[src/rtl/rgb_seq_ctrl_if.sv]
// ============================================================================
// Module      : rgb_seq_ctrl_if
// Description : Control/status bundle between a colour-sequence driver and
//               rgb_seq_ctrl. Carries `dir` only when SEQ_REVERSE_EN is defined.
// Revision    : 1.0 - initial release
// ============================================================================
`default_nettype none

interface rgb_seq_ctrl_if;
    logic       en;
    logic       mode;
    logic       step;
    logic       hold;
`ifdef SEQ_REVERSE_EN
    logic       dir;
`endif
    logic [2:0] state;
    logic [7:0] pwm_cnt;
    logic       period_start;
    logic       state_changed;

`ifdef SEQ_REVERSE_EN
    modport master (
        output en, mode, step, hold, dir,
        input  state, pwm_cnt, period_start, state_changed
    );
    modport slave (
        input  en, mode, step, hold, dir,
        output state, pwm_cnt, period_start, state_changed
    );
`else
    modport master (
        output en, mode, step, hold,
        input  state, pwm_cnt, period_start, state_changed
    );
    modport slave (
        input  en, mode, step, hold,
        output state, pwm_cnt, period_start, state_changed
    );
`endif
endinterface

`default_nettype wire

[src/rtl/rgb_seq_ctrl.sv]
// ============================================================================
// Module      : rgb_seq_ctrl
// Description : RGB PWM sequencer - period counter plus colour-state stepping
//               (auto dwell or manual step), updated only on period boundaries.
//               Optional macro SEQ_REVERSE_EN adds a `dir` input for reverse stepping.
// Revision    : 1.0 - initial release
// ============================================================================
`default_nettype none

module rgb_seq_ctrl #(
    parameter int CLK_DIV       = 100,
    parameter int DWELL_PERIODS = 256,
    parameter int NUM_STATES    = 6
) (
    input  wire logic     clk,
    input  wire logic     rst,
    rgb_seq_ctrl_if.slave io_seq
);

    localparam int       c_PRESC_W = (CLK_DIV > 1) ? $clog2(CLK_DIV) : 1;
    localparam int       c_DWELL_W = (DWELL_PERIODS > 1) ? $clog2(DWELL_PERIODS) : 1;
    localparam bit [2:0] c_LAST    = 3'(NUM_STATES - 1);

    typedef enum logic [1:0] {
        S_IDLE = 2'd0,
        S_RUN  = 2'd1,
        S_PEND = 2'd2
    } fsm_t;

    fsm_t                 r_fsm;
    logic [c_PRESC_W-1:0] r_presc;
    logic [7:0]           r_pwm;
    logic [c_DWELL_W-1:0] r_dwell;
    logic [2:0]           r_state;
    logic                 r_period_start;
    logic                 r_state_changed;
    logic                 r_mode_q;

    logic       w_tick;
    logic       w_boundary;
    logic       w_mode_chg;
    logic       w_step_acc;
    logic       w_dwell_done;
    logic       w_advance;
    logic [2:0] w_next_state;

    assign w_tick       = (r_presc == c_PRESC_W'(CLK_DIV - 1));
    assign w_boundary   = w_tick && (r_pwm == 8'hFF);
    assign w_mode_chg   = (io_seq.mode != r_mode_q);
    assign w_step_acc   = io_seq.step && !io_seq.hold && !w_mode_chg;
    assign w_dwell_done = io_seq.mode && (r_dwell == c_DWELL_W'(DWELL_PERIODS - 1));
    // A pending step and a dwell expiry on the same boundary yield a single advance.
    assign w_advance    = w_boundary && !io_seq.hold && !w_mode_chg &&
                          ((r_fsm == S_PEND) || w_dwell_done);

    always_comb begin
        w_next_state = (r_state == c_LAST) ? 3'd0 : r_state + 3'd1;
`ifdef SEQ_REVERSE_EN
        if (io_seq.dir) begin
            w_next_state = (r_state == 3'd0) ? c_LAST : r_state - 3'd1;
        end
`endif
    end

    always_ff @(posedge clk) begin
        // Tracked through reset so the first cycle after release is not seen as a mode change.
        r_mode_q <= io_seq.mode;
        if (rst) begin
            r_fsm           <= S_IDLE;
            r_presc         <= '0;
            r_pwm           <= '0;
            r_dwell         <= '0;
            r_state         <= '0;
            r_period_start  <= 1'b0;
            r_state_changed <= 1'b0;
        end else if (!io_seq.en) begin
            r_fsm           <= S_IDLE;
            r_presc         <= '0;
            r_pwm           <= '0;
            r_dwell         <= '0;
            r_period_start  <= 1'b0;
            r_state_changed <= 1'b0;
        end else begin
            r_presc         <= w_tick ? '0 : r_presc + c_PRESC_W'(1);
            if (w_tick) begin
                r_pwm <= r_pwm + 8'd1;
            end
            r_period_start  <= w_boundary;
            r_state_changed <= w_advance;
            if (w_advance) begin
                r_state <= w_next_state;
            end

            if (w_mode_chg || !io_seq.mode || w_advance) begin
                r_dwell <= '0;
            end else if (w_boundary && !io_seq.hold) begin
                r_dwell <= r_dwell + c_DWELL_W'(1);
            end

            // A step arriving on the consuming boundary re-arms PEND for the next one.
            case (r_fsm)
                S_IDLE:  r_fsm <= w_step_acc ? S_PEND : S_RUN;
                S_RUN:   if (w_step_acc) r_fsm <= S_PEND;
                S_PEND: begin
                    if (w_mode_chg) begin
                        r_fsm <= S_RUN;
                    end else if (w_advance) begin
                        r_fsm <= w_step_acc ? S_PEND : S_RUN;
                    end
                end
                default: r_fsm <= S_IDLE;
            endcase
        end
    end

    assign io_seq.state         = r_state;
    assign io_seq.pwm_cnt       = r_pwm;
    assign io_seq.period_start  = r_period_start;
    assign io_seq.state_changed = r_state_changed;

endmodule

`default_nettype wire

[src/flat_wrapper.sv]
// flat-port wrapper written by rule: the top's interface ports become plain ports
module rgb_seq_ctrl_flat 
#(
    parameter int CLK_DIV       = 100,
    parameter int DWELL_PERIODS = 256,
    parameter int NUM_STATES    = 6
)
  (clk, rst, io_seq_en, io_seq_mode, io_seq_step, io_seq_hold, io_seq_state, io_seq_pwm_cnt, io_seq_period_start, io_seq_state_changed);
  rgb_seq_ctrl_if io_seq_i ();
  input  wire logic clk;
  input  wire logic rst;
  input wire logic [$bits(io_seq_i.en)-1:0] io_seq_en;
  input wire logic [$bits(io_seq_i.mode)-1:0] io_seq_mode;
  input wire logic [$bits(io_seq_i.step)-1:0] io_seq_step;
  input wire logic [$bits(io_seq_i.hold)-1:0] io_seq_hold;
  output wire logic [$bits(io_seq_i.state)-1:0] io_seq_state;
  output wire logic [$bits(io_seq_i.pwm_cnt)-1:0] io_seq_pwm_cnt;
  output wire logic [$bits(io_seq_i.period_start)-1:0] io_seq_period_start;
  output wire logic [$bits(io_seq_i.state_changed)-1:0] io_seq_state_changed;
  assign io_seq_i.en = io_seq_en;
  assign io_seq_i.mode = io_seq_mode;
  assign io_seq_i.step = io_seq_step;
  assign io_seq_i.hold = io_seq_hold;
  assign io_seq_state = io_seq_i.state;
  assign io_seq_pwm_cnt = io_seq_i.pwm_cnt;
  assign io_seq_period_start = io_seq_i.period_start;
  assign io_seq_state_changed = io_seq_i.state_changed;
  rgb_seq_ctrl #(.CLK_DIV(CLK_DIV), .DWELL_PERIODS(DWELL_PERIODS), .NUM_STATES(NUM_STATES)) u_core (.clk(clk), .rst(rst), .io_seq(io_seq_i));
endmodule
[config.mk]
export PLATFORM = sky130hd
export DESIGN_NAME = rgb_seq_ctrl_flat
export DESIGN_NICKNAME = d
export VERILOG_FILES = /design/src/rtl/rgb_seq_ctrl_if.sv /design/src/rtl/rgb_seq_ctrl.sv /design/src/flat_wrapper.sv
export SDC_FILE = /design/constraint.sdc
export NUM_CORES = 1
export LEC_CHECK = 0
export ABC_AREA = 1
export CAP_MARGIN = 30
export CORE_MARGIN = 2
export CORE_UTILIZATION = 40
export DETAILED_ROUTE_END_ITERATION = 10
export PLACE_DENSITY = 0.6
export REMOVE_ABC_BUFFERS = 1
export SETUP_SLACK_MARGIN = 0.3
export SLEW_MARGIN = 30
export SYNTH_ARGS = -nofsm -noshare
export SYNTH_HDL_FRONTEND = slang
export SYNTH_SLANG_ARGS = --single-unit
[constraint.sdc]
create_clock -name clk -period 1.73 [get_ports clk]
set_input_delay 0.2595 -clock clk [delete_from_list [all_inputs] [get_ports clk]]
set_output_delay 0.2595 -clock clk [all_outputs]
set_load 0.05 [all_outputs]
# --- Word level (Yosys, flattened, before mapping) ---
# Cells that the tools add are included.
op_classes:
  n_addsub: 4
  mux: 6
  eq_ne: 9
  reduce_logical: 19
  n_bitwise: 1
ops:
  columns: ["operator", "n"]
  rows:
  - ["$add A8 B1 Y8 const B", 2]
  - ["$eq A8 B8 Y1 const B", 2]
  - ["$mux W2", 4]
  - ["$add A7 B1 Y7 const B", 1]
  - ["$eq A7 B7 Y1 const B", 1]
  - ["$logic_and A1 B1 Y1", 7]
  - ["$pmux W2 S3", 1]
  - ["$reduce_or A3 Y1", 2]
  - ["$reduce_and A2 Y1", 2]
  - ["$add A3 B1 Y3 const B", 1]
  - ["$eq A3 B3 Y1 const B", 1]
  - ["$logic_not A1 Y1", 3]
  - ["$logic_or A1 B1 Y1", 3]
  - ["$mux W3", 1]
  - ["$ne A3 B1 Y1 const B", 1]
  - ["$eq A2 B1 Y1 const B", 1]
  - ["$eq A2 B2 Y1 const B", 1]
  - ["$logic_not A2 Y1", 1]
  - ["$ne A2 B1 Y1 const B", 1]
  - ["$reduce_or A2 Y1", 1]
  - ["$ne A1 B1 Y1", 1]
  - ["$not A1 Y1", 1]
word_totals:
  elab_cells: 47
  input_bits: 6
  reg_bits: 31

# --- Logic depth before layout (Yosys ltp) ---
# Gate-level depths: netlist of the first run.
depth:
  ltp_word: 8
  depth_mapped: 10

# --- Worst setup path after synthesis of the first run ---
# Ideal clock, no wire load.
synth_path:
  kind: "register -> register"
  start: "reg u_core.r_pwm[1] (netlist: u_core.io_seq.pwm_cnt[1])"
  end: "reg u_core.r_dwell[2]"
  synth_period_minus_slack_ns: 1.865
  setup_slack_ns: -0.135
  arrival_time_ns: 1.742
  setup_time_ns: 0.123
  stages_incl_launch_ff: 8
  path_buffers: 1
  path_cell_list: "dfxtp_1 ha_1 nand3_1 nor2_2 nand3_4 buf_6 nor3_1 nor3_2"
synth_via:
  elab_chain_len: 7
synth_lines:
  columns: ["element", "line", "rtl"]
  rows:
  - ["from (decl)", "rgb_seq_ctrl.sv:32", "logic [7:0] r_pwm;"]
  - ["from (signal assigned)", "rgb_seq_ctrl.sv:86", "r_pwm <= r_pwm + 8'd1;"]
  - ["$eq A8 B8 Y1 (*)", "rgb_seq_ctrl.sv:48", "assign w_boundary = w_tick && (r_pwm == 8'hFF);"]
  - ["$logic_and A1 B1 Y1 (*)", "rgb_seq_ctrl.sv:48", null]
  - ["$logic_and A1 B1 Y1 (*)", "rgb_seq_ctrl.sv:53, rgb_seq_ctrl.sv:96", null]
  - ["$logic_and A1 B1 Y1 (2 in series)", "rgb_seq_ctrl.sv:53", "assign w_advance = w_boundary && !io_seq.hold && !w_mode_chg &&"]
  - ["$logic_or A1 B1 Y1", "rgb_seq_ctrl.sv:94", "if (w_mode_chg || !io_seq.mode || w_advance) begin"]
  - ["$reduce_or A3 Y1 (no line)", null, null]
  - ["to (signal assigned)", "rgb_seq_ctrl.sv:97", "r_dwell <= r_dwell + c_DWELL_W'(1);"]
  - ["to (decl)", "rgb_seq_ctrl.sv:33", "logic [c_DWELL_W-1:0] r_dwell;"]
# Mark *: on every way between the ends. The rest lies on a longest branch, timed or not.
# A chain may end at the register's enable or synchronous reset.

# --- Worst setup path after layout of the first run ---
layout_path:
  start: "reg u_core.r_pwm[0] (netlist: u_core.io_seq.pwm_cnt[0])"
  end: "reg u_core.r_dwell[3]"
# The elaborated chain is that of the path after synthesis.

==> impl_metrics.toml, run 1 <==
[global_routing]
grt_use_total_pct = 16.97
grt_max_degree = 12
antenna_found_initial = 0
grt-ovfl-total = 0
grt_pass1_vias = 1314
grt_pass1_wl_um = 5568

[critical_path]
crit_family = "simple AND/OR/NAND/NOR gates"
cp-start-kind = "register"
max_stage_delay_ns = 0.35
critical_path_class = "register to register"
cpMaxStageDelayCell = "dfxtp_2"
path_cells = "ha_4 > nand3_4 > nor2_4 > nand3_4 > nor2_4 > xor2_1 > inv_1 > nor2_1"
path_max_fanout = 6
critical_path_buf_inv_count = 1
required_ns = 1.95
worstPathArrival_ns = 1.60
reg2reg_slack_ns = 0.35
crit_path_end_kind = "register"

[clock_tree]
clock-sinks = 31
holdBufCountCts = 0
htreeDepth = 2
clock_latency_ns = 0.27
cts_tree = "built"
clk_pin_slew_ns = 0.06
cts_root_buf = "clkbuf_8"
cts_buffers = 5
clockBufferDepth = 2

[cells_and_area]
register_area_um2 = 638.1
fin_area_um2 = 2133
num-fill-cells = 333
syn_to_final_growth_pct = 44.13
drive_gt1_share_pct = 33.86
finalNetCount = 260
diodes = 0
multi_input_area_um2 = 885.9

[detailed_routing]
drt_first_iter_violations = 98
drcViolationCount = 0
wire_per_inst_um = 10.70
viasPerCell = 4.779
drt-total-wl_um = 3198
ant_nets = 0
vias = 1429
drt_pre_antenna_iters = 4

[synth]
synth.ff_latch_count = 31
synth.distinct_cells = 26
syn_avg_cell_area_um2 = 7.328
netlist_area_um2 = 1480
synth_top_cell_by_area = "dfxtp_1"
yosysSeqAreaShare_pct = 41.93
yosys-top-cells-area = "dfxtp_1, nand2_1, inv_1"
synth_edf_count = 0
yosys.area.top_type_share_pct = 41.93
ys_warn_count = 0
ys_async_sr_fraction_pct = 0
ys.flop_type = "dfxtp_1"
syn_inst = 202
synthTopCellsByCount = "nand2_1, dfxtp_1, inv_1"
yosysMostFrequentCell = "nand2_1"

[power]
leakage_uw = 0.0007948
powerDensity_nw_per_um2 = 620.1
irDropWorstVdd_mv = 0.4310
total_power_uw = 1323

[sta]
slew_headroom_pct = 67.88
slew_viol_final = 0
tightest_slew_ns = 0.4838
min_period_ns = 1.384
holdWs_ns = 0.3025
fin_crit_sh_pct = 80.02
clock_skew_ns = 0.001815
hold_viol_final = 0
rsz0062_at_grt = "yes"
max_clock_freq_ghz = 0.7224
setup_violations = 0

[floorplanning]
fp.coreArea_um2 = 3606
ios = 19
dieArea_um2 = 4203
die_w_um = 64.83
initial_core_util_pct = 41.05
dieHeight_um = 64.83
row_count = 22

[placement]
portBuffers = 18
gp_congestion = 0.8348
hpwl_um = 2109
placed_cell_area_um2 = 1759

[worst_hold_path]
hp-class = "input pin to register"

[job]
maxCapViolations = 0

[run_status]
status = "finished clean"
## where the power goes
| group | internal, uW | switching, uW | total [uW] |
|---|---|---|---|
| clock | 282 | 253 | 534 |
| sequential | 718 | 4.95 | 723 |
| combinational | 32.7 | 32.8 | 65.4 |
| total | 1030 | 290 | 1320 |
## layout by cell type, fill, tap and decap left out, types with 2 or more instances in the layout
cell type        Yosys  layout
buf_4                0      31
nand2_1             32      30
inv_1               31      30
nor2_1              26      21
dfxtp_1             31      19
a21oi_1             18      17
nand3_1             16      12
dfxtp_2              0      11
o21ai_0              7       7
nand4_1              6       6
nor2_4               1       5
nand3_4              1       5
clkbuf_8             0       5
nor2_2               3       4
nor3_2               2       4
nor3_1               6       4
ha_4                 0       4
clkdlybuf4s50_1      0       4
buf_6                1       4
inv_2                2       3
xnor2_1              3       3
dlygate4sd2_1        0       3
nand3_2              1       2
o21ai_2              2       2
xor2_1               2       2
nor4_1               2       2
clkbuf_1             0       2
## per-stage QoR
step                util, %  instances  worst slack [ns]  TNS (ns)
CTS                   55.27        293            0.2801         0
finish                59.16        299            0.3457         0
global route          59.16        299            0.2353         0
global placement      48.79        277           -0.1086   -0.8810
detailed placement    48.79        277           -0.1590    -1.363
floorplan                 -        200           -0.1706    -1.453
## sequential cells by signal, indices dropped and copies added (netlist names)
name,cells
u_core.r_fsm,2
u_core.io_seq.pwm_cnt,8
u_core.io_seq.state,3
u_core.io_seq.period_start,1
u_core.r_presc,7
u_core.r_dwell,8
u_core.io_seq.state_changed,1
u_core.r_mode_q,1
## what timing repair did
action,4_1_cts,5_1_grt
resized for setup,27,24
cloned,1,0
setup buffers,7,6
pin swaps,10,14
setup endpoints to repair,15,23
## routing by layer
metal  part of all wire [%]  global-route usage (%)
met5                      0                       0
met4                    1.8                   6.383
met3                    4.4                   4.340
met2                     45                   27.32
met1                     49                   21.77
## path summary, 6_finish.rpt
| kind | startpoint | endpoint | depth (start not counted) |
|---|---|---|---|
| max | u_core.io_seq.pwm_cnt[0]$_SDFFE_PP0N_ | u_core.r_dwell[3]$_SDFFE_PP0P_ | 8 |
| min | io_seq_mode | u_core.r_mode_q$_DFF_P_ | 1 |
| min reg2reg | u_core.io_seq.pwm_cnt[6]$_SDFFE_PP0N_ | u_core.io_seq.pwm_cnt[6]$_SDFFE_PP0N_ | 1 |
| max reg2reg | u_core.io_seq.pwm_cnt[0]$_SDFFE_PP0N_ | u_core.r_dwell[3]$_SDFFE_PP0P_ | 8 |
## area by class of cell
| cell class | instances | area share (%) |
|---|---|---|
| clock inverters | 1 | 0.2346 |
| well taps | 48 | 2.815 |
| clock buffers | 7 | 3.578 |
| inverters | 33 | 5.806 |
| multi-input cells | 137 | 41.52 |
| flip-flops and latches | 31 | 29.91 |
| repair buffers | 42 | 16.13 |
## worst register-to-register path, delay by kind of cell (launching register included)
family                     cells  cell delay [ns]
buffers and inverters          1             0.06
xor gates and xnor gates       1             0.16
DFF                            1             0.35
adders and majority gates      1             0.15
and+or+nand+nor                5             0.61
## cell families after synthesis
| group | Yosys count | synth area share, % |
|---|---|---|
| and+or+nand+nor | 98 | 31.62 |
| buffers and inverters | 35 | 9.467 |
| xor gates and xnor gates | 5 | 2.959 |
| adders and majority gates | 4 | 3.381 |
| AOI/OAI and AO/OA | 29 | 10.65 |
| DFF | 31 | 41.93 |
Power figures use the tool's default switching activity.
==> run 2, diff against run 1 <==
- clock period: 1.73 -> 1.4 ns (I/O delays scaled with it)
==> impl_metrics.toml, run 2 (synthesis gave the netlist of run 1 again) <==
[run_status]
status = "finished, violations left"
violations = "setup timing"

[sta]
min_period_ns = 1.437
slew_headroom_pct = 82.86
rsz0062_at_grt = "yes"
clock_skew_ns = 0.008957
fin_crit_sh_pct = 102.6
hold_viol_final = 0
slew_viol_final = 0
fin_tns_setup_ns = -0.1659
setup_slack_ns = -0.03693
setup_violations = 10
max_clock_freq_ghz = 0.6959
tightest_slew_ns = 0.2558

[floorplanning]
initial_core_util_pct = 41.05
dieHeight_um = 64.83
fp.coreArea_um2 = 3606
ios = 19
dieArea_um2 = 4203
row_count = 22
die_w_um = 64.83

[detailed_routing]
viasPerCell = 4.867
drcViolationCount = 0
vias = 1572
drt-total-wl_um = 3854
wire_per_inst_um = 11.93
drt_first_iter_violations = 58
ant_nets = 0
drt_pre_antenna_iters = 4

[power]
powerDensity_nw_per_um2 = 728.2
irDropWorstVdd_mv = 0.9486
leakage_uw = 0.001001

[clock_tree]
clockBufferDepth = 2
htreeDepth = 2
clk_pin_slew_ns = 0.07
clock-sinks = 31
clock_latency_ns = 0.29
cts_buffers = 5
cts_root_buf = "clkbuf_8"
cts_tree = "built"

[cells_and_area]
diodes = 0
fin_area_um2 = 2634
multi_input_area_um2 = 964.7
final_common_cell = "buf_4"
num-fill-cells = 248
register_area_um2 = 641.9
layout_common_cells = "buf_4, inv_1, nand2_1"
finalNetCount = 284
drive_gt1_share_pct = 49.82
syn_to_final_growth_pct = 77.94

[critical_path]
required_ns = 1.59
reg2reg_slack_ns = -0.04
critical_path_class = "register to register"
regToRegEndpoint = "u_core.io_seq.state[1]$_SDFFE_PP0P_"
crit_path_end_kind = "register"
r2r_start = "u_core.r_presc[0]$_SDFF_PP0_"
cp-startpoint = "u_core.r_presc[0]$_SDFF_PP0_"
cp-start-kind = "register"
r2r_cells = 8
worstPathArrival_ns = 1.62
crit_path_end = "u_core.io_seq.state[1]$_SDFFE_PP0P_"
path_max_fanout = 5

[placement]
gp_congestion = 0.7924
portBuffers = 18
hpwl_um = 2322
placed_cell_area_um2 = 2097

[global_routing]
grt_max_degree = 11
antenna_found_initial = 0
grt-ovfl-total = 0
grt_pass1_vias = 1456
grt_use_met3_pct = 6.424
met2_usage_pct = 32.35
grt_pass1_wl_um = 6230
met1_usage_pct = 22.94
grt_use_total_pct = 19.69
busiest_layer = "met2"

[job]
maxCapViolations = 0

[worst_hold_path]
min_from = "io_seq_mode"
hold_path_depth = 1
hp-class = "input pin to register"
## run 2: cell count changes in the layout (fill, tap and decap cells not counted), moves of 4 or more
cell,before,now
buf_6,4,15
nor2_2,4,8
nor2_1,21,16
buf_12,0,13
a21oi_2,1,5
a21oi_1,17,13
## run 2: worst max-delay path, cell delays in order, from the launching register on
cell	delay [ns]
dfxtp_2	0.35
ha_4	0.15
nand2_4	0.05
nor2_4	0.21
nand3_2	0.14
nor2_4	0.17
nand3_2	0.11
nor2_2	0.11
nor2_2	0.05
## run 2: report_power, final
group	internal (uW)	switching, uW	leakage (uW)	total (uW)
Clock	576	352	0.0000612	927
Combinational	48.6	49.0	0.000681	97.5
Sequential	887	6.52	0.000258	893
Total	1510	407	0.00100	1920
## run 2: how the worst min path moves through the flow
stage / to / slack, ns
after detailed placement: u_core.r_dwell[5]$_SDFFE_PP0P_ / 0.49
after floorplan: u_core.r_mode_q$_DFF_P_ / 0.24
final: u_core.r_mode_q$_DFF_P_ / 0.26
after CTS: u_core.r_mode_q$_DFF_P_ / 0.23
after global routing: u_core.r_mode_q$_DFF_P_ / 0.26
after global placement: u_core.r_dwell[5]$_SDFFE_PP0P_ / 0.49
## run 2: layout make-up
cell class                 instances  area share, %
timing repair buffer              66          27.55
tap                               48          2.280
clock buffer                       6          3.135
clock inverter                     2          1.330
inverter                          33          4.703
sequential                        31          24.37
multi-input combinational        137          36.63
## run 2: timing repair
| item | 4_1_cts | 5_1_grt |
|---|---|---|
| resized for setup | 60 | 27 |
| setup buffers | 4 | 9 |
| pin swaps | 19 | 14 |
| hold buffers | 0 | 0 |
| gates cloned | 1 | 0 |
| endpoints found under the setup margin | 40 | 39 |
## run 2: metrics by stage
step                      hold WS (ns)  total power, uW  instances  util (%)  worst slack (ns)
final                           0.2573             1918        323     73.04          -0.03693
after global routing            0.2601             1999        323     73.04           -0.1170
after CTS                       0.2313             1933        314     68.46          -0.02692
after detailed placement        0.4929            991.8        301     58.15           -0.4451
after global placement          0.4875            990.5        301     58.15           -0.3808
after floorplan                 0.2377            941.1        200         -           -0.5006
## run 2: routing by layer
layer,vias to the layer above,part of all wire (%)
li1,804,-
met1,736,44
met2,25,49
met3,7,4.3
met4,0,1.8
met5,-,0
